<file path="config.mk">
export PLATFORM = sky130hd
export DESIGN_NAME = fifo_read_ctrl
export DESIGN_NICKNAME = d
export VERILOG_FILES = /design/src/rtl/fifo_read_ctrl.sv
export SDC_FILE = /design/constraint.sdc
export NUM_CORES = 1
export LEC_CHECK = 0
export BUFFER_PORTS_ARGS = -buffer_cell sky130_fd_sc_hd__buf_2
export CORE_MARGIN = 2
export CORE_UTILIZATION = 35
export DETAILED_ROUTE_END_ITERATION = 8
export PLACE_DENSITY = 0.69
export SYNTH_ARGS = -nofsm -noshare
export SYNTH_HDL_FRONTEND = slang
export SYNTH_SLANG_ARGS = --single-unit
</file>
<file path="constraint.sdc">
create_clock -name clk -period 4.25 [get_ports clk]
set_input_delay 0.425 -clock clk [delete_from_list [all_inputs] [get_ports clk]]
set_output_delay 0.425 -clock clk [all_outputs]
set_load 0.005 [all_outputs]
</file>
<file path="src/rtl/fifo_read_ctrl.sv">
// FIFO read-side controller: read pointer, gated reads, registered data out,
// status flags from both pointers, sticky overflow/underflow errors.
module fifo_read_ctrl #(
  parameter int ADDR_W = 3,
  parameter int DATA_W = 8,
  parameter int THRESH = 4
) (
  input  logic              clk,
  input  logic              rst_edge,
  input  logic              rd_edge,
  input  logic              wr_edge,
  input  logic [ADDR_W:0]   wptr,
  input  logic [DATA_W-1:0] mem_rdata,
  input  logic              clr_err,
  output logic [ADDR_W:0]   rptr,
  output logic              fifo_rd,
  output logic [DATA_W-1:0] dout,
  output logic              dout_valid,
  output logic              fifo_empty,
  output logic              fifo_full,
  output logic              fifo_threshold,
  output logic [ADDR_W:0]   fifo_level,
  output logic              fifo_overflow,
  output logic              fifo_underflow
);

  localparam int PW = ADDR_W + 1;
  localparam logic [PW-1:0] THRESH_L = PW'(THRESH);
  localparam logic [PW-1:0] ONE = PW'(1);

  logic rd_reject;
  logic wr_reject;

  // Wrap bit distinguishes full from empty when indices match
  assign fifo_level = wptr - rptr;
  assign fifo_empty = (wptr == rptr);
  assign fifo_full  = (wptr[ADDR_W] != rptr[ADDR_W]) &&
                      (wptr[ADDR_W-1:0] == rptr[ADDR_W-1:0]);
  assign fifo_threshold = (fifo_level >= THRESH_L);

  assign fifo_rd   = rd_edge & ~fifo_empty;
  assign rd_reject = rd_edge & fifo_empty;
  assign wr_reject = wr_edge & fifo_full;

  always_ff @(posedge clk or posedge rst_edge) begin
    if (rst_edge) begin
      rptr       <= '0;
      dout       <= '0;
      dout_valid <= 1'b0;
    end else begin
      dout_valid <= fifo_rd;
      if (fifo_rd) begin
        rptr <= rptr + ONE;
        dout <= mem_rdata;
      end
    end
  end

  // A new error in the clearing cycle takes priority over the clear
  always_ff @(posedge clk or posedge rst_edge) begin
    if (rst_edge) begin
      fifo_overflow  <= 1'b0;
      fifo_underflow <= 1'b0;
    end else begin
      if (wr_reject)
        fifo_overflow <= 1'b1;
      else if (clr_err)
        fifo_overflow <= 1'b0;
      if (rd_reject)
        fifo_underflow <= 1'b1;
      else if (clr_err)
        fifo_underflow <= 1'b0;
    end
  end

endmodule
</file>
==> metrics.md <==
| Metric | Value |
|---|---|
| Setup crit end kind | output pin |
| Chip Width | just over 50 um |
| H-tree lvl count | 1 |
| Met2 wire length | just over 700 um |
| CP max FO | 13 |
| CP max-delay cell | o21ai_2 |
| Final #Nets | around 140 |
| Synthesis Warnings | 0 |
| Setup-failing EPs final | 0 |
| Final WS setup | ~1.7 ns |
| Worst vdd ir | roughly 0.29 mV |
| DRT antenna net count | 0 |
| Minimum clock period | 2.59 ns |
| RePlAce Congestion | approximately 0.73 |
| GRT Total Usage | 0.130 |
| WL met1 | ~700 um |
| Post-CTS Hold Fix Bufs | 0 |
| Placed cells | ~140 |
| DR WL met3 | 153 um |
| Final HPWL DP | between 1000 and 1500 um |
| Crit path launch | rptr[2] |
| Vias/cell | between 4 and 5 |
| CP top delay family | compound AO/OA/AOI/OAI gates |
| DRC violations left | 0 |
| Die ar. | 2690 um2 |
| Clk root buf | clkbuf_4 |
| Max-slew violation count | 0 |
| Simple-gate share of the synthesized area | 0.0811 |
| Relative slew slack | 0.503 |
| I/O pin total | 40 |
| Starting Density | 0.366 |
| Sequential share of the synthesized area | 0.468 |
| Initial DRC Count | 1 |
| Hold Crit Class | in2async |
| Multi-input gate area | about 370 um2 |
| Max-Cap Viols | 0 |
| Post-CTS Resized | 0 |
| Max layer used | met4 |
| CP arrival | between 2 and 2.5 ns |
| Register bit count reported by yosys | 15 |
| Status | finished, final reports clean |
| Die H | roughly 52 um |
| Worst skew pair latency | ~0.28 ns |
| P per Cell Area | 623 nW/um2 |
| N_diodes | 0 |
| Mapped Nets | 92 |
| Synth Area in Compound Gates | 0.0702 |
| Slowest stage delay, CP | 0.62 ns |
| Mapped Area | 802 um2 |
| RSZ-0062 raised after global routing | no |
| Count of input and output buffers | 39 |
| Pwr Total | ~0.65 mW |
| Clk sink count | 15 |
| Largest family of logic cells by synthesized area | multiplexers |
| Worst path depth | 6 |
| Grt ovf | 0 |
| DP Area | 1020 um2 |
| Avg WL per Cell | ~11 um |
| Nature of the critical path startpoint | register |
| Final core occ | 0.478 |
| Area growth syn-to-layout | 30.6% |
| Final instance area | 1050 um2 |
| Layout Cells excl Fill | 140 |
| CTS Buffer Depth | 2 |
| CTS tree | built |
| Most used cell, CP | inv_1 |
| Layout Skew | 0.00525 ns |
| First-pass GRT wire length | 2570 um |
| WL final | 1600 um |
| Crit path required time | roughly 3.8 ns |
| Most frequent cells in the layout | buf_2 (39), dfrtp_1 (15), inv_1 (13) |
| FF/Latch Area | ~380 um2 |
| Worst-path cell chain | inv_1 > ha_1 > nand3_1 > o21ai_2 > inv_1 > buf_2 |
| FILL cells | 226 |
| Worst Path Buf+Inv | 3 |
| Critical path class | reg2out |
| Layout cell share with drive strength beyond 1 | 0.482 |
| Post-Syn Area per Cell | approximately 11 um2 |
| Xor and xnor area share after synthesis | 0.0640 |
| Initial antenna violation count | 0 |
| Adder-Cell Fraction of Synth Area | 0.0874 |
| Post-synth cell types | 20 |
| FP Rows | 17 |
| Reg2Reg Depth | 5 |
| Synth Instances | 70 |
| TNS Setup | 0 ns |
| Vias in the first global route | around 630 |
| RR Startpoint | rptr[2] |
| Final Cycle Share | 0.610 |
| First drt pass iteration count | 4 |
| Worst-Margin Slew | around 0.74 ns |
| Commonest non-fill, non-tap cell in the layout | buf_2 |
| Leak Pwr | about 0.57 nW |
| Mux cell area share after synthesis | 0.154 |
| Num CTS Buffers | 3 |
| Core Region | roughly 2200 um2 |
| FMAX | around 390 MHz |
| Worst-path clk slew | roughly 0.09 ns |
| Placement Setup Slack | ~1.9 ns |
| Final Hold Vio Count | 0 |
| Via count of the routed design | roughly 650 |
| Post-CTS Setup Bufs | 0 |
| Maximum number of pins on one net before global-route repair | 16 |
| Hold_ws | between 0.15 and 0.2 ns |
==> kinds of logic (layout without fill, tap and decap cells) <==
kind of cell	count (synthesis)	in the layout
flip-flops	15	15
XOR/XNOR	5	5
multiplexers	9	9
AO/OA/AOI/OAI	8	8
adder cells (fa/ha/maj)	5	5
AND/OR/NAND/NOR	14	14
buffers and inverters	14	56
==> final timing paths <==
| check | to | slack [ns] |
|---|---|---|
| min in group clk | fifo_overflow | 0.33 |
| worst max-delay path | fifo_rd | 1.66 |
| worst min-delay path | dout[7] | 0.17 |
| worst min register to register | dout[1] | 0.51 |
| worst max register to register | dout[1] | 2.13 |
| max in group asynchronous | dout[1] | 3.71 |
==> area by class of cell <==
type / count / share of cell area
multi-input cells: 41 / 0.350
flip-flops and latches: 15 / 0.358
repair buffers: 39 / 0.186
inverters: 13 / 0.0466
clock buffers: 4 / 0.0251
well taps: 28 / 0.0335
==> worst reg2reg max path: cells and delay by family (launching register included) <==
kind | cells | cell delay (ns)
DFF | 1 | 0.39
muxes | 1 | 0.41
and+or+nand+nor | 1 | 0.15
adders and majority gates | 1 | 0.35
buffers and inverters | 1 | 0.09
AOI/OAI and AO/OA | 1 | 0.62
==> sequential cells by signal, summed over array words and instances, names as in the netlist <==
name            flops
dout                8
rptr                4
dout_valid          1
fifo_overflow       1
fifo_underflow      1
==> synthesized netlist by cell type (all sizes together) <==
cell / instances / area (um2)
dfrtp: 15 / 375
inv: 13 / 48.8
mux2: 9 / 124
ha: 4 / 50.1
nand2: 4 / 15.0
nor2: 4 / 15.0
o21ai: 4 / 23.8
nor2b: 3 / 18.8
xnor2: 3 / 26.3
a31oi: 2 / 12.5
nand3: 2 / 10.0
xor2: 2 / 25.0
a21bo: 1 / 10.0
a221o: 1 / 10.0
buf: 1 / 11.3
fa: 1 / 20.0
nand2b: 1 / 6.26
==> power by group <==
group | leakage, nW | internal (mW) | switching, mW
registers | 0.179 | 0.189 | 0.0419
logic | 0.374 | 0.185 | 0.156
clock network | 0.0150 | 0.0364 | 0.0445
==> per-layer routing <==
metal,GRT usage,vias to the layer above
met2,0.224,44
met5,0,-
li1,-,306
met1,0.151,296
met4,0.0658,0
met3,0.0259,5
(Power assumes the default switching activity.)
